## config.mk

```make
export PLATFORM = sky130hd
export DESIGN_NAME = conv2d_event_engine
export DESIGN_NICKNAME = d
export VERILOG_FILES = /design/src/rtl/conv2d_event_engine.sv
export SDC_FILE = /design/constraint.sdc
export NUM_CORES = 1
export LEC_CHECK = 0
export BUFFER_PORTS_ARGS = -buffer_cell sky130_fd_sc_hd__buf_4
export CAP_MARGIN = 20
export CORE_ASPECT_RATIO = 2
export CORE_MARGIN = 3
export CORE_UTILIZATION = 47
export CTS_CLUSTER_DIAMETER = 120
export CTS_CLUSTER_SIZE = 28
export DETAILED_ROUTE_END_ITERATION = 12
export PLACE_DENSITY = 0.8
export REMOVE_ABC_BUFFERS = 1
export SYNTH_ARGS = -nofsm -noshare
export SYNTH_HDL_FRONTEND = slang
export SYNTH_SLANG_ARGS = --single-unit
```

## constraint.sdc

```tcl
create_clock -name clk -period 5.2 [get_ports clk]
set_input_delay 0.78 -clock clk [delete_from_list [all_inputs] [get_ports clk]]
set_output_delay 0.78 -clock clk [all_outputs]
set_load 0.02 [all_outputs]
```

## src/rtl/conv2d_event_engine.sv

```systemverilog
// Event-driven 2D convolution scatter engine: each accepted spike event walks the
// kernel footprint, accumulates BRAM weights per output channel and emits one beat per in-bounds target.
module conv2d_event_engine #(
    parameter int IN_CHANNELS  = 2,
    parameter int OUT_CHANNELS = 2,
    parameter int KERNEL_SIZE  = 3,
    parameter int WEIGHT_BITS  = 6,
    parameter int IMG_WIDTH    = 8,
    parameter int IMG_HEIGHT   = 8,
    parameter int COORD_BITS   = 8,
    parameter int SUM_BITS     = WEIGHT_BITS + $clog2(IN_CHANNELS) + 1,
    parameter int ADDR_BITS    = (KERNEL_SIZE * KERNEL_SIZE * IN_CHANNELS > 1) ?
                                 $clog2(KERNEL_SIZE * KERNEL_SIZE * IN_CHANNELS) : 1
) (
    input  logic                               clk,
    input  logic                               rst,
    input  logic                               ev_valid,
    output logic                               ev_ready,
    input  logic [COORD_BITS-1:0]              ev_x,
    input  logic [COORD_BITS-1:0]              ev_y,
    input  logic [IN_CHANNELS-1:0]             ev_spikes,
    output logic                               bram_en,
    output logic [ADDR_BITS-1:0]               bram_addr,
    input  logic [OUT_CHANNELS*WEIGHT_BITS-1:0] bram_rdata,
    output logic                               out_valid,
    input  logic                               out_ready,
    output logic [COORD_BITS-1:0]              out_x,
    output logic [COORD_BITS-1:0]              out_y,
    output logic [OUT_CHANNELS*SUM_BITS-1:0]   out_sums,
    output logic                               out_last,
    output logic                               busy
);

    localparam int KB  = (KERNEL_SIZE > 1) ? $clog2(KERNEL_SIZE) : 1;
    localparam int CHB = (IN_CHANNELS > 1) ? $clog2(IN_CHANNELS) : 1;
    localparam int CW  = COORD_BITS + 2;
    localparam int AW  = OUT_CHANNELS * SUM_BITS;

    localparam logic signed [CW-1:0] R_S    = CW'(KERNEL_SIZE / 2);
    localparam logic signed [CW-1:0] KM1_S  = CW'(KERNEL_SIZE - 1);
    localparam logic signed [CW-1:0] XMAX_S = CW'(IMG_WIDTH - 1);
    localparam logic signed [CW-1:0] YMAX_S = CW'(IMG_HEIGHT - 1);
    localparam logic [KB-1:0]        KM1_K  = KB'(KERNEL_SIZE - 1);

    localparam logic [2:0] S_IDLE  = 3'd0;
    localparam logic [2:0] S_SCAN  = 3'd1;
    localparam logic [2:0] S_READ  = 3'd2;
    localparam logic [2:0] S_DRAIN = 3'd3;
    localparam logic [2:0] S_EMIT  = 3'd4;

    logic [2:0]             state_q, state_d;
    logic [COORD_BITS-1:0]  ex_q, ex_d, ey_q, ey_d;
    logic [IN_CHANNELS-1:0] sp_q, sp_d;
    logic [KB-1:0]          kx_q, kx_d, ky_q, ky_d;
    logic [CHB-1:0]         ch_q, ch_d;
    logic                   rvalid_q, rvalid_d;
    logic [AW-1:0]          acc_q, acc_d;
    logic                   ev_ready_q, ev_ready_d, busy_q, busy_d;
    logic                   bram_en_q, bram_en_d;
    logic [ADDR_BITS-1:0]   bram_addr_q, bram_addr_d;
    logic                   out_valid_q, out_valid_d, out_last_q, out_last_d;
    logic [COORD_BITS-1:0]  out_x_q, out_x_d, out_y_q, out_y_d;
    logic [AW-1:0]          out_sums_q, out_sums_d;

    logic signed [CW-1:0]   tx_s, ty_s, lim_x_s, lim_y_s, kxmax_s, kymax_s;
    logic                   inb_s, last_pos_s, final_pos_s;
    logic [KB-1:0]          kx_adv_s, ky_adv_s;
    logic [ADDR_BITS-1:0]   base_s;
    logic [AW-1:0]          acc_sum_s;
    logic [CHB:0]           first_s, next_s;

    // Lowest set channel at or above 'from'; MSB flags that one was found.
    function automatic logic [CHB:0] find_ch(input logic [IN_CHANNELS-1:0] mask, input int from);
        logic [CHB:0] r;
        r = '0;
        for (int i = IN_CHANNELS - 1; i >= 0; i--) begin
            if (mask[i] && (i >= from)) begin
                r = {1'b1, CHB'(i)};
            end
        end
        return r;
    endfunction

    function automatic logic [SUM_BITS-1:0] sext(input logic [WEIGHT_BITS-1:0] w);
        return {{(SUM_BITS - WEIGHT_BITS){w[WEIGHT_BITS-1]}}, w};
    endfunction

    // Target geometry; the in-bounds kernel region is a rectangle, so its max corner is the last beat.
    always_comb begin
        tx_s        = $signed({2'b00, ex_q}) + R_S - $signed({{(CW - KB){1'b0}}, kx_q});
        ty_s        = $signed({2'b00, ey_q}) + R_S - $signed({{(CW - KB){1'b0}}, ky_q});
        inb_s       = !tx_s[CW-1] && (tx_s <= XMAX_S) && !ty_s[CW-1] && (ty_s <= YMAX_S);
        lim_x_s     = $signed({2'b00, ex_q}) + R_S;
        lim_y_s     = $signed({2'b00, ey_q}) + R_S;
        kxmax_s     = (lim_x_s > KM1_S) ? KM1_S : lim_x_s;
        kymax_s     = (lim_y_s > KM1_S) ? KM1_S : lim_y_s;
        last_pos_s  = ($signed({{(CW - KB){1'b0}}, kx_q}) == kxmax_s) &&
                      ($signed({{(CW - KB){1'b0}}, ky_q}) == kymax_s);
        final_pos_s = (kx_q == KM1_K) && (ky_q == KM1_K);
        if (kx_q == KM1_K) begin
            kx_adv_s = '0;
            ky_adv_s = ky_q + KB'(1);
        end else begin
            kx_adv_s = kx_q + KB'(1);
            ky_adv_s = ky_q;
        end
        base_s  = ADDR_BITS'((ADDR_BITS'(ky_q) * ADDR_BITS'(KERNEL_SIZE) + ADDR_BITS'(kx_q))
                             * ADDR_BITS'(IN_CHANNELS));
        first_s = find_ch(sp_q, 0);
        next_s  = find_ch(sp_q, int'(ch_q) + 1);
    end

    // Accumulator plus the weight word returned for the previous cycle's read.
    always_comb begin
        acc_sum_s = acc_q;
        for (int o = 0; o < OUT_CHANNELS; o++) begin
            acc_sum_s[o*SUM_BITS +: SUM_BITS] = acc_q[o*SUM_BITS +: SUM_BITS] +
                                                sext(bram_rdata[o*WEIGHT_BITS +: WEIGHT_BITS]);
        end
    end

    // Next-state logic for the event walk.
    always_comb begin
        state_d     = state_q;
        ex_d        = ex_q;
        ey_d        = ey_q;
        sp_d        = sp_q;
        kx_d        = kx_q;
        ky_d        = ky_q;
        ch_d        = ch_q;
        rvalid_d    = bram_en_q;
        acc_d       = acc_q;
        bram_en_d   = 1'b0;
        bram_addr_d = bram_addr_q;
        out_valid_d = out_valid_q;
        out_last_d  = out_last_q;
        out_x_d     = out_x_q;
        out_y_d     = out_y_q;
        out_sums_d  = out_sums_q;
        case (state_q)
            S_IDLE: begin
                if (ev_valid && ev_ready_q) begin
                    ex_d    = ev_x;
                    ey_d    = ev_y;
                    sp_d    = ev_spikes;
                    kx_d    = '0;
                    ky_d    = '0;
                    state_d = S_SCAN;
                end else begin
                    state_d = S_IDLE;
                end
            end
            S_SCAN: begin
                acc_d = '0;
                if (sp_q == '0) begin
                    state_d = S_IDLE;
                end else if (inb_s) begin
                    out_x_d     = tx_s[COORD_BITS-1:0];
                    out_y_d     = ty_s[COORD_BITS-1:0];
                    out_last_d  = last_pos_s;
                    ch_d        = first_s[CHB-1:0];
                    bram_en_d   = 1'b1;
                    bram_addr_d = base_s + ADDR_BITS'(first_s[CHB-1:0]);
                    state_d     = S_READ;
                end else if (final_pos_s) begin
                    state_d = S_IDLE;
                end else begin
                    kx_d = kx_adv_s;
                    ky_d = ky_adv_s;
                end
            end
            S_READ: begin
                if (rvalid_q) begin
                    acc_d = acc_sum_s;
                end else begin
                    acc_d = acc_q;
                end
                if (next_s[CHB]) begin
                    ch_d        = next_s[CHB-1:0];
                    bram_en_d   = 1'b1;
                    bram_addr_d = base_s + ADDR_BITS'(next_s[CHB-1:0]);
                end else begin
                    state_d = S_DRAIN;
                end
            end
            S_DRAIN: begin
                acc_d       = acc_sum_s;
                out_sums_d  = acc_sum_s;
                out_valid_d = 1'b1;
                state_d     = S_EMIT;
            end
            S_EMIT: begin
                if (out_ready) begin
                    out_valid_d = 1'b0;
                    out_last_d  = 1'b0;
                    if (out_last_q) begin
                        state_d = S_IDLE;
                    end else begin
                        kx_d    = kx_adv_s;
                        ky_d    = ky_adv_s;
                        state_d = S_SCAN;
                    end
                end else begin
                    state_d = S_EMIT;
                end
            end
            default: begin
                state_d = S_IDLE;
            end
        endcase
        ev_ready_d = (state_d == S_IDLE);
        busy_d     = (state_d != S_IDLE);
    end

    // State and output registers with synchronous reset.
    always_ff @(posedge clk) begin
        if (rst) begin
            state_q     <= S_IDLE;
            ex_q        <= '0;
            ey_q        <= '0;
            sp_q        <= '0;
            kx_q        <= '0;
            ky_q        <= '0;
            ch_q        <= '0;
            rvalid_q    <= 1'b0;
            acc_q       <= '0;
            ev_ready_q  <= 1'b0;
            busy_q      <= 1'b0;
            bram_en_q   <= 1'b0;
            bram_addr_q <= '0;
            out_valid_q <= 1'b0;
            out_last_q  <= 1'b0;
            out_x_q     <= '0;
            out_y_q     <= '0;
            out_sums_q  <= '0;
        end else begin
            state_q     <= state_d;
            ex_q        <= ex_d;
            ey_q        <= ey_d;
            sp_q        <= sp_d;
            kx_q        <= kx_d;
            ky_q        <= ky_d;
            ch_q        <= ch_d;
            rvalid_q    <= rvalid_d;
            acc_q       <= acc_d;
            ev_ready_q  <= ev_ready_d;
            busy_q      <= busy_d;
            bram_en_q   <= bram_en_d;
            bram_addr_q <= bram_addr_d;
            out_valid_q <= out_valid_d;
            out_last_q  <= out_last_d;
            out_x_q     <= out_x_d;
            out_y_q     <= out_y_d;
            out_sums_q  <= out_sums_d;
        end
    end

    assign ev_ready  = ev_ready_q;
    assign busy      = busy_q;
    assign bram_en   = bram_en_q;
    assign bram_addr = bram_addr_q;
    assign out_valid = out_valid_q;
    assign out_last  = out_last_q;
    assign out_x     = out_x_q;
    assign out_y     = out_y_q;
    assign out_sums  = out_sums_q;

endmodule

```

Yosys cells after proc, flatten, opt, wreduce, memory -nomap -nowiden --
Index checks and enable logic that the tools add are counted.
Storage, ports and cells: flip-flop bits (word level) 85, output and inout port bits 42, word-level logic and storage cells 129
Cells by class: $add $sub $neg 12, multipliers 1, order comparisons 6, equality and inequality tests 17, mux-type cells 48, bitwise operators 1, reductions and logical operators 26
Operators with widths (number):
- $pmux W16 S3 | 1
- $mux W2 | 15
- $le A10 B4 Y1 const B | 2
- $sub A10 B3 Y10 | 2
- $add A8 B1 Y9 const B | 2
- $eq A2 B9 Y1 | 2
- $gt A9 B2 Y1 const B | 2
- $mux W9 | 2
- $ne A2 B2 Y1 const B | 9
- $add A8 B8 Y8 | 2
- $mux W16 | 1
- $mux W3 | 5
- $mux W5 | 3
- $pmux W3 S5 | 1
- $mux W1 | 13
- $pmux W2 S3 | 2
- $add A5 B1 Y5 | 2
- $pmux W5 S2 | 1
- $reduce_bool A3 Y1 | 3
- $logic_and A1 B1 Y1 | 8
- $pmux W1 S2 | 4
- $reduce_and A4 Y1 | 2
- $reduce_and A7 Y1 | 1
- $eq A3 B2 Y1 const B | 2
- other kinds (15) | 24

Longest topological paths before layout --
Gate-level depths: netlist of the first run.
depth in word-level cells 10, depth in mapped cells 13, gate-level depth less buffers 12

Least setup slack after synthesis of the first run --
Ideal clock, no wire load.
kind reg2reg, from register ex_q[1], to register out_x_q[1] (netlist: out_x[1]), setup time 0.128 ns, arrival 2.831 ns, required time 5.072 ns, setup slack 2.241 ns, cell stages (with the launch flop) 14, buffers on the path 1, path through dfxtp_1 inv_1 ha_1 inv_1 fa_1 nand3b_1 a31oi_1 xnor2_1 a2111oi_4 o211a_4 and3_4 buf_12 mux2i_1 nor2_1
Between the ends: word-level cells in the longest chain between the ends 7, elaborated cells between the ends (all ways) 8, classes of those cells 2 x add/sub; 1 x order compare; 5 x reduce/logical
RTL lines:
- from (decl) | line 52 | logic [COORD_BITS-1:0] ex_q, ex_d, ey_q, ey_d;
- from (signal assigned) | line 219 | ex_q <= '0;
- from (signal assigned) | line 238 | ex_q <= ex_d;
- $add A8 B1 Y9 (*) | line 90 | tx_s = $signed({2'b00, ex_q}) + R_S - $signed({{(CW - KB){1'b0}}, kx_q});
- $sub A10 B3 Y10 (*) | line 90
- $le A10 B4 Y1 or $logic_not A1 Y1 (tied branches) | line 92 | inb_s = !tx_s[CW-1] && (tx_s <= XMAX_S) && !ty_s[CW-1] && (ty_s <= YMAX_S);
- $logic_and A1 B1 Y1 (3 in a row) | line 92
- $reduce_and A3 Y1 (no line)
- to (signal assigned) | line 252 | out_x_q <= out_x_d;
- to (decl) | line 62 | logic [COORD_BITS-1:0] out_x_q, out_x_d, out_y_q, out_y_d;
Every way passes the cells marked *; elsewhere a longest branch is shown, timed or not. A chain may end at the register's enable or synchronous reset.

Worst setup path in the final report of the first run --
from register ex_q[1], to register bram_addr_q[4] (netlist: bram_addr[4])
Between the ends: word-level cells in the longest chain between the ends 8, elaborated cells between the ends (all ways) 9, classes of those cells 2 x add/sub; 1 x order compare; 1 x eq/ne; 5 x reduce/logical
RTL lines:
- $add A8 B1 Y9 (*) | line 90
- $sub A10 B3 Y10 (*) | line 90
- $le A10 B4 Y1 or $logic_not A1 Y1 (tied branches) | line 92
- $logic_and A1 B1 Y1 (*) (3 in a row) | line 92
- $ne A2 B2 Y1 (no line) (*)
- $reduce_and A4 Y1 (no line) (*)
- to (signal assigned) | line 249 | bram_addr_q <= bram_addr_d;
- to (decl) | line 60 | logic [ADDR_BITS-1:0] bram_addr_q, bram_addr_d;
Marks and branches as above.

==> results of run 1 <==
## routing by layer
layer | global-route usage | up-vias
met5 | 0 | -
met4 | 0.0907 | 0
met3 | 0.0451 | 27
met2 | 0.421 | 110
met1 | 0.184 | 1954
li1 | - | 2037
## power by group
| group | total [mW] | switching, mW | internal [mW] | leakage, nW |
|---|---|---|---|---|
| logic | 0.158 | 0.0873 | 0.0706 | 1.44 |
| clock network | 0.651 | 0.277 | 0.375 | 0.142 |
| registers | 0.671 | 0.0180 | 0.653 | 0.679 |
## cells in the mapped netlist (2+ instances only)
cell	n
a211oi_1	7
a21o_1	6
a21oi_1	64
a22oi_1	8
a311oi_1	2
a31oi_1	9
and2_1	15
and3_1	3
buf_1	3
buf_2	2
buf_6	2
clkbuf_1	21
dfxtp_1	84
fa_1	6
ha_1	25
inv_1	25
mux2_4	2
mux2i_1	9
nand2_1	80
nand2b_1	9
nand3_1	12
nand3b_1	3
nand4_1	2
nor2_1	57
nor2_4	2
nor2b_1	6
nor3_1	9
nor4_1	5
o21ai_0	6
o21bai_1	4
o2bb2ai_1	3
o31ai_1	2
o32ai_1	2
or2_2	2
or3_1	2
or4_1	5
xnor2_1	17
xor2_1	12
## area by class of cell
class / instances / area (um^2) / area share
Clock inverter: 7 / 76.3 / 0.0138
Clock buffer: 9 / 225 / 0.0408
Inverter: 25 / 93.8 / 0.0170
Timing Repair Buffer: 76 / 571 / 0.103
Sequential cell: 84 / 1680 / 0.305
Tap cell: 130 / 163 / 0.0295
Multi-Input combinational cell: 419 / 2710 / 0.491
## sequential cells by signal, summed over array words and instances (netlist names), 2 cells and up
register and count:
acc_q 16, out_sums 16, ex_q 8, ey_q 8
out_x 8, out_y 8, bram_addr 5, state_q 3
kx_q 2, ky_q 2, sp_q 2
## worst max path at each step
stage | from | endpoint | slack (ns) | cells past startpoint
4_1_cts | ex_q[1] | bram_addr[4] | 1.85 | 12
5_1_grt | ex_q[1] | bram_addr[4] | 1.68 | 12
2_1_floorplan | ex_q[1] | bram_addr[3] | 2.15 | 12
3_3_place_gp | ex_q[1] | bram_addr[4] | 1.98 | 12
3_5_place_dp | ex_q[1] | bram_addr[3] | 1.90 | 12
6_report | ex_q[1] | bram_addr[4] | 1.86 | 12
## metrics by stage
stage / cells / setup WS [ns] / hold slack (ns) / area (um^2)
finish: 750 / 1.86 / 0.453 / 5520
global route: 750 / 1.68 / 0.473 / 5520
CTS: 750 / 1.85 / 0.456 / 5520
detailed placement: 734 / 1.90 / 0.446 / 5220
global placement: 734 / 1.98 / 0.444 / 5220
floorplan: 528 / 2.15 / 0.430 / 4480
## critical path: cells and delay by family, from the launching register on
kind,cells,cell delay (ns)
simple gates,3,0.61
compound gates,3,0.75
fa+ha+maj,2,0.82
mux,1,0.30
flops,1,0.44
buf+inv,2,0.18
xor+xnor,1,0.12
## kinds of logic (layout without fill, tap and decap cells)
family	Yosys count	in the layout
AO/OA/AOI/OAI	126	126
XOR/XNOR	30	30
adder cells (fa/ha/maj)	31	31
buffers and inverters	55	117
flip-flops	84	84
multiplexers	11	11
AND/OR/NAND/NOR	221	221
==> metrics.yaml, run 1 <==
global_routing:
  grt_pass1_vias: 4204
  grt.total_usage: 0.205
  grt_max_degree: 79
  grt_first_pass_wirelength_um: 18700
  grt_overflow: 0
  grt_antenna_before_repair: 0
floorplan:
  die_y_um: 146
  fp-row-count: 50
  ios: 76
  die_w_um: 76.2
  dieArea_um2: 11100
  start_util: 0.487
  fp.coreArea_um2: 9510
critical_path:
  path_cells: "inv_1 -> ha_1 -> inv_1 -> fa_1 -> nand3b_1 -> a31oi_1 -> xnor2_1 -> a2111oi_4 -> o211a_4 -> and3_4 -> nor2_4 -> mux2_4"
  path_max_fanout: 11
  reg2regPathDepth: 12
  rrSetupSlack_ns: 1.86
  required_ns: 5.43
  slowest_stage: "fa_1"
  crit_top_cell: "inv_1"
  slowest_delay_ns: 0.47
  worstSetupStartpointType: "register"
  worstSetupPathType: "register to register"
  r2r-start: "ex_q[1]"
  arrival_ns: 3.57
  endpoint_kind: "register"
  r2r-end: "bram_addr[4]"
clock_tree:
  cts_tree: "yes"
  htreeDepth: 3
  root_buffer: "clkbuf_16"
  ctsHoldBuffers: 0
  clock-sinks: 84
  cts_resized: 0
  clk_path_buf_depth: 2
  cts_made_buffers: 9
  clk_pin_slew_ns: 0.06
  clk-insertion-delay-late_ns: 0.34
  cts_setup_buffers: 0
timing:
  setup_viol: 0
  hold_viol: 0
  fmax_ghz: 0.299
  slew_headroom: 0.456
  post-route-min-period_ns: 3.34
  maxSlewViolCount: 0
  tightest_slew_ns: 0.813
  finalClockSkew_ns: 0.00624
  finalCritPeriodShare: 0.643
  fin_tns_setup_ns: 0
  rsz0062_at_grt: "false"
finish:
  diodes: 0
  drive_above_1_share: 0.174
  final_core_util: 0.580
  final_common_cell: "dfxtp_1"
  area_delta_synth_final_pct: 19.2
  num-fill-cells: 916
  nNetsFinal: 680
  final_cell_mix: "84 x dfxtp_1, 80 x nand2_1, 76 x buf_4"
synth:
  synth_top_family_by_area: "simple AND/OR/NAND/NOR gates"
  synthAdderAreaFrac: 0.0935
  ys_types: 63
  synth.area.top_cells: "dfxtp_1 36%, a21oi_1 6.9%, ha_1 6.8%"
  synth_top_area_cell: "dfxtp_1"
  synth_top_area_share: 0.363
  post_synth.cell_area_avg_um2: 8.29
  yosys_warnings: 0
  netlist_area_um2: 4630
  synth_compound_area_frac: 0.177
  ys_seq_area_frac: 0.363
  synth_xor_area_frac: 0.0584
  synth-edff-count: 0
  ys_ff_latch: 84
  synth_cells: 558
  yosys.area_share.simple: 0.229
  ys_async_sr_fraction: 0
  synth.mux.area_fraction: 0.0260
  synth_ff_type: "dfxtp_1"
power:
  power.total_mw: 1.48
  p_leak_nw: 2.26
  peakVddDrop_mv: 0.173
  p_per_area_nw_per_um2: 268
route:
  dr.first_iter.drc_count: 215
  num_vias: 4128
  antenna_left: 0
  wl_met3_um: 481
  wl_um: 11100
  route.detailed.drc: 0
  dr.pass1.iters: 5
  vias_per_cell: 5.50
  routedWlPerCell_um: 14.9
  wl_met1_um: 3840
  topRoutingLayerUsed: "met4"
  wl_met2_um: 6510
run_status:
  run_status: "complete, no violations"
min_path:
  hold_path_end: "out_sums[12]"
  hold_path.class: "register to register"
  min_delay_path_depth: 2
  hp-start: "out_sums[12]"
place:
  dpl.hpwl_um: 8340
  gp_congestion: 0.872
  port_buffers: 75
flow_run:
  drv_cap: 0
Power figures use the tool's default switching activity.
==> run 2: changes to the inputs <==
ABC_AREA = 1   (was unset)
PLACE_DENSITY = 0.83   (was 0.8)
clock period = 2.7 ns   (was 5.2 ns; I/O delays follow)
==> metrics.yaml, run 2 <==
route:
  vias_per_cell: 5.03  # -8.6%
  dr.first_iter.drc_count: 155  # -28%
  wl_um: 12300  # +10%
  wl_met2_um: 6850  # +5.2%
  topRoutingLayerUsed: "met4"
  routedWlPerCell_um: 12.8  # -14%
  wl_met1_um: 4420  # +15%
  route.detailed.drc: 0  # unchanged
  dr.pass1.iters: 5  # unchanged
  num_vias: 4818  # +17%
  wl_met3_um: 413  # -14%
  antenna_left: 0  # unchanged
critical_path:
  endpoint_kind: "register"
  worstSetupPathType: "register to register"
  path_max_fanout: 7  # -4
  cp_top_family: "simple AND/OR/NAND/NOR gates"
  path_cells: "inv_2 -> ha_4 -> inv_2 -> ha_4 -> nand2_1 -> nand2_1 -> inv_1 -> nand2_2 -> nor2_4 -> buf_4 -> nand2_2 -> nand2_2 -> inv_2 -> nand2_2 -> nor2_2 -> nand2_2 -> nor2_4 -> nand3_4 -> buf_6 -> nand3b_1 -> nand2_1 -> nor2_1"
  required_ns: 2.97  # -2.46 ns
  worstSetupStartpointType: "register"
  slowest_stage: "dfxtp_2"
  crit_top_cell: "nand2_2"
  slowest_delay_ns: 0.34  # -0.13 ns
  arrival_ns: 2.83  # -0.74 ns
  crit_buf_inv: 6  # +4
finish:
  diodes: 0  # unchanged
  final_cell_mix: "148 x nand2_1, 104 x inv_1, 97 x buf_4"
  nNetsFinal: 884  # +30%
  area_delta_synth_final_pct: 26.2
  stdcell_area_um2: 6210  # +13%
  drive_above_1_share: 0.222  # +0.0482
  num-fill-cells: 954  # +4.1%
  final_common_cell: "nand2_1"
clock_tree:
  cts_tree: "yes"
  clock-sinks: 84  # unchanged
  clk_pin_slew_ns: 0.06  # about the same
  ctsHoldBuffers: 0  # unchanged
  cts_made_buffers: 9  # unchanged
  root_buffer: "clkbuf_16"
  clk-insertion-delay-late_ns: 0.33  # about the same
  htreeDepth: 3  # unchanged
  clk_path_buf_depth: 2  # unchanged
synth:
  ys_async_sr_fraction: 0  # unchanged
  ys_types: 37  # -41%
  synth_top_area_share: 0.342  # -0.0217
  synth_cells: 726  # +30%
  synth_ff_type: "dfxtp_1"
  synth-edff-count: 0  # unchanged
  yosysMostFrequentCell: "nand2_1"
  ys_seq_area_frac: 0.342  # -0.0217
  synth.top_cells.by_count: "155 x nand2_1, 111 x inv_1, 84 x dfxtp_1, 82 x nor2_1, 57 x a21oi_1"
  post_synth.cell_area_avg_um2: 6.78  # -18%
  synth.area.top_cells: "dfxtp_1 34%, nand2_1 12%, inv_1 8.5%"
  ys_ff_latch: 84  # unchanged
  yosys_warnings: 0  # unchanged
  netlist_area_um2: 4920  # +6.4%
  synth_top_area_cell: "dfxtp_1"
timing:
  fmax_ghz: 0.391  # +31%
  finalClockSkew_ns: 0.00675  # +0.000519 ns
  tightest_slew_ns: 0.612  # -0.201 ns
  post-route-min-period_ns: 2.56  # -0.785 ns
  finalCritPeriodShare: 0.948  # +0.305
  maxSlewViolCount: 0  # unchanged
  hold_viol: 0  # unchanged
  setup_viol: 0  # unchanged
  slew_headroom: 0.592  # +0.136
run_status:
  run_status: "complete, no violations"
floorplan:
  die_y_um: 151  # +3.0%
  die_w_um: 78.4  # +2.9%
  ios: 76  # unchanged
  start_util: 0.485  # -0.00175
  fp-row-count: 52  # +4.0%
  dieArea_um2: 11800  # +6.0%
  fp.coreArea_um2: 10100  # +6.7%
global_routing:
  grt_overflow: 0  # unchanged
  grt_first_pass_wirelength_um: 19900  # +6.4%
  grt_max_degree: 41  # -48%
  grt_antenna_before_repair: 0  # unchanged
  grt.total_usage: 0.213  # +0.00760
  grt_pass1_vias: 4621  # +9.9%
place:
  dpl.hpwl_um: 9490  # +14%
  place_area_um2: 5690  # +9.0%
  port_buffers: 75  # unchanged
  gp_congestion: 0.919  # +5.4%
power:
  peakVddDrop_mv: 0.391  # +130%
  power.total_mw: 3.38  # +130%
  p_per_area_nw_per_um2: 544  # +100%
  p_leak_nw: 3.05  # +35%
min_path:
  hold_path.class: "input port to register"
flow_run:
  drv_cap: 0  # unchanged
==> run 2: cell types whose count changed in the layout (fill, tap and decap cells not counted), sizes merged, moves of 8 or more <==
| cell | before | now |
|---|---|---|
| mux2i | 9 | 0 |
| nand2b | 9 | 0 |
| inv | 26 | 116 |
| o21ai | 7 | 47 |
| a31oi | 9 | 0 |
| xnor2 | 18 | 5 |
| nor2 | 59 | 97 |
| buf | 76 | 101 |
| nand4 | 2 | 14 |
| nand2 | 80 | 166 |
| nand3 | 12 | 53 |
| a22oi | 8 | 0 |
| and2 | 15 | 1 |
==> run 2: where the power goes <==
part / total, mW / internal (mW) / switching (mW)
Clock: 1.19 / 0.708 / 0.484
Combinational: 0.871 / 0.339 / 0.532
Sequential: 1.31 / 1.28 / 0.0331
Total: 3.38 / 2.33 / 1.05
==> run 2: path summary, 6_finish.rpt <==
check	start	to	slack (ns)	depth (start not counted)
setup / recovery	ex_q[1]	bram_addr[3]	0.14	22
hold reg to reg	bram_en	rvalid_q	0.43	2
setup reg to reg	ex_q[1]	bram_addr[3]	0.14	22
hold / removal	ev_spikes[0]	sp_q[0]	0.31	3
==> run 2: worst register-to-register path: cells and delay by family (launching register included) <==
kind,cells,cell delay (ns)
fa+ha+maj,2,0.51
buf+inv,6,0.51
flops,1,0.34
simple gates,14,1.16
==> run 2: cell type report <==
class	count	area, um^2	share of cell area
inverters	116	435	0.0701
clock inverters	5	53.8	0.00866
clock buffers	10	229	0.0369
multi-input cells	507	2860	0.461
repair buffers	101	773	0.125
well taps	135	169	0.0272
flip-flops and latches	84	1690	0.271
==> run 2: what timing repair did <==
item	in CTS	in global routing
buffers inserted	4	6
gates resized for setup	0	43
endpoints found under the setup margin	1	29
pin swaps	0	18
==> run 2: logic make-up after synthesis <==
kind of cell             after synthesis  share of synthesized area
AO/OA/AOI/OAI                        111                      0.118
XOR/XNOR                              17                     0.0302
adder cells (fa/ha/maj)               31                     0.0880
buffers and inverters                135                      0.106
flip-flops                            84                      0.342
AND/OR/NAND/NOR                      348                      0.316
==> run 2: through the flow <==
step	instances	hold slack (ns)	util	worst slack, ns	setup TNS [ns]
global route	958	0.310	0.612	-0.0518	-0.224
finish	958	0.309	0.612	0.142	0
floorplan	707	0.440	-	0.157	0
detailed placement	933	0.429	0.560	0.0184	0
global placement	933	0.431	0.560	0.0799	0
CTS	952	0.297	0.591	0.0666	0
==> run 2: metal layers <==
metal  vias up  track usage
met5         -            0
met4         0        0.122
met3        37       0.0311
met2       131        0.415
met1      2158        0.207
li1       2492            -
==> run 3: changes to the inputs <==
CORE_UTILIZATION = 52   (was 47)
PLACE_DENSITY = 0.89   (was 0.83)
SETUP_SLACK_MARGIN = 0.1   (was unset)
==> metrics.yaml, run 3 (synthesis gave the netlist of run 2 again) <==
run_status:
  run_status: "complete, no violations"
timing:
  setup_slack_ns: 0.110  # -0.0322 ns
  finalCritPeriodShare: 0.959  # +0.0119
  tightest_slew_ns: 0.502  # -0.110 ns
  fin_tns_setup_ns: 0  # unchanged
  rsz0062_at_grt: "true"
  fmax_ghz: 0.386  # -1.2%
  post-route-min-period_ns: 2.59  # +0.0322 ns
  finalClockSkew_ns: 0.00709  # +0.000336 ns
  hold_viol: 0  # unchanged
  slew_headroom: 0.665  # +0.0732
  maxSlewViolCount: 0  # unchanged
  setup_viol: 0  # unchanged
place:
  dpl.hpwl_um: 9350  # -1.4%
  place_inst: 897  # -3.9%
  place_area_um2: 5620  # -1.1%
  port_buffers: 75  # unchanged
  pre_cts_ws_ns: 0.0210  # +0.00257 ns
  gp_congestion: 0.977  # +6.3%
finish:
  area_delta_synth_final_pct: 26.7
  nNetsFinal: 888  # +0.45%
  num-fill-cells: 759  # -20%
  drive_above_1_share: 0.248  # +0.0252
  final_cell_mix: "140 x nand2_1, 102 x buf_4, 101 x inv_1"
  stdcell_area_um2: 6240  # +0.46%
  diodes: 0  # unchanged
  final_common_cell: "nand2_1"
  fin_cells: 930  # -2.9%
critical_path:
  r2r-start: "ex_q[0]"
  worstSetupPathType: "register to register"
  crit_top_cell: "nand2_1"
  path_cells: "buf_4 -> ha_1 -> nand2_2 -> nor2_1 -> nand2_1 -> nand2_1 -> nor2_4 -> nand3_1 -> xor2_1 -> nand2_1 -> nor2_4 -> buf_4 -> nand4_1 -> and3_1"
  arrival_ns: 2.83  # about the same
  worstSetupStartpointType: "register"
  path_max_fanout: 6  # -1
  slowest_delay_ns: 0.34  # about the same
  endpoint_kind: "register"
  required_ns: 2.93  # -0.04 ns
  cp-startpoint: "ex_q[0]"
  slowest_stage: "dfxtp_2"
clock_tree:
  ctsHoldBuffers: 0  # unchanged
  cts_tree: "yes"
  root_buffer: "clkbuf_16"
  clk_pin_slew_ns: 0.07  # about the same
  cts_made_buffers: 9  # unchanged
  clk-insertion-delay-late_ns: 0.34  # about the same
  clk_path_buf_depth: 2  # unchanged
  clock-sinks: 84  # unchanged
  htreeDepth: 3  # unchanged
power:
  p_per_area_nw_per_um2: 546  # +0.37%
  switchingPower_mw: 1.11  # +6.0%
  intPower_mw: 2.29  # -1.5%
  power.total_mw: 3.41  # +0.83%
  power_frac_clock: 0.341  # -0.012
  power.share.switching: 0.327  # +0.0159
  pwr-share-seq: 0.387  # -0.002
  pwr-share-comb: 0.272  # +0.014
  peakVddDrop_mv: 0.345  # -12%
  p_leak_nw: 3.04  # -0.14%
route:
  route.detailed.drc: 0  # unchanged
  dr.first_iter.drc_count: 288  # +86%
  dr.pass1.iters: 5  # unchanged
  num_vias: 5054  # +4.9%
  routedWlPerCell_um: 14.4  # +12%
  wl_um: 13400  # +8.8%
  vias_per_cell: 5.43  # +8.1%
  antenna_left: 0  # unchanged
global_routing:
  grt_pass1_vias: 4729  # +2.3%
  grt_first_pass_wirelength_um: 20200  # +1.4%
  grt_antenna_before_repair: 0  # unchanged
  grt.total_usage: 0.242  # +0.0293
  grt_max_degree: 41  # unchanged
  grt_overflow: 0  # unchanged
min_path:
  hp-start: "ev_x[3]"
  hold_path.class: "input port to register"
floorplan:
  fp-row-count: 49  # -5.8%
  die_y_um: 144  # -4.7%
  dieArea_um2: 10700  # -9.1%
  fp.coreArea_um2: 9140  # -10%
  ios: 76  # unchanged
  die_w_um: 74.8  # -4.6%
  start_util: 0.539  # +0.0539
flow_run:
  drv_cap: 0  # unchanged
-- run 3: cell types whose count changed in the layout (fill, tap and decap cells not counted), moves of 2 or more --
cell | before | now
clkinvlp_4 | 0 | 6
dfxtp_1 | 81 | 79
dfxtp_2 | 3 | 5
nand3_2 | 0 | 3
nand2_1 | 148 | 140
nand3_4 | 3 | 1
inv_1 | 104 | 101
clkinv_2 | 3 | 0
nand2_2 | 18 | 25
buf_4 | 97 | 102
inv_4 | 0 | 2
-- run 3: layout make-up --
type	instances	area, um^2	share of cell area
Inverter	116	444	0.0712
Timing Repair Buffer	105	800	0.128
Sequential cell	84	1690	0.271
Clock buffer	11	243	0.0389
Clock inverter	5	37.5	0.00602
Tap cell	102	128	0.0205
Multi-Input combinational cell	507	2900	0.465
-- run 3: critical path, delay by kind of cell, from the launching register on --
kind	cells	cell delay, ns
AND/OR/NAND/NOR	10	1.46
adder cells (fa/ha/maj)	1	0.22
buffers and inverters	2	0.28
flip-flops	1	0.34
XOR/XNOR	1	0.19
-- run 3: timing repair --
action                     CTS  global route
setup endpoints to repair   17            30
hold endpoints to repair     0             0
resized for setup            9            53
setup buffers                5            12
pin swaps                    4            25
-- run 3: power by group through the flow --
stage               Sequential (mW)  Combinational [mW]  Clock, mW
global placement               1.34               0.710          0
finish                         1.32               0.925       1.16
floorplan                      1.34               0.510          0
global route                   1.32                1.02       1.25
detailed placement             1.34               0.726          0
CTS                            1.31               0.749       1.18
-- run 3: metrics by stage --
step                      hold slack, ns   util
final                              0.342  0.683
after global placement             0.434  0.616
after CTS                          0.312  0.654
after floorplan                    0.440      -
after global routing               0.353  0.683
after detailed placement           0.431  0.616
-- run 3: worst paths after layout --
kind,endpoint,slack [ns],cells past startpoint
max,out_x[0],0.11,14
min,ex_q[3],0.34,3
max reg2reg,out_x[0],0.11,14
min reg2reg,rvalid_q,0.43,2
-- run 3: routing by layer --
metal  track usage  up-vias  routed length, um
met4         0.158        0                698
met2         0.459      190               7480
li1              -     2504                  -
met5             0        -                  0
met3        0.0315       57                575
met1         0.230     2303               4630
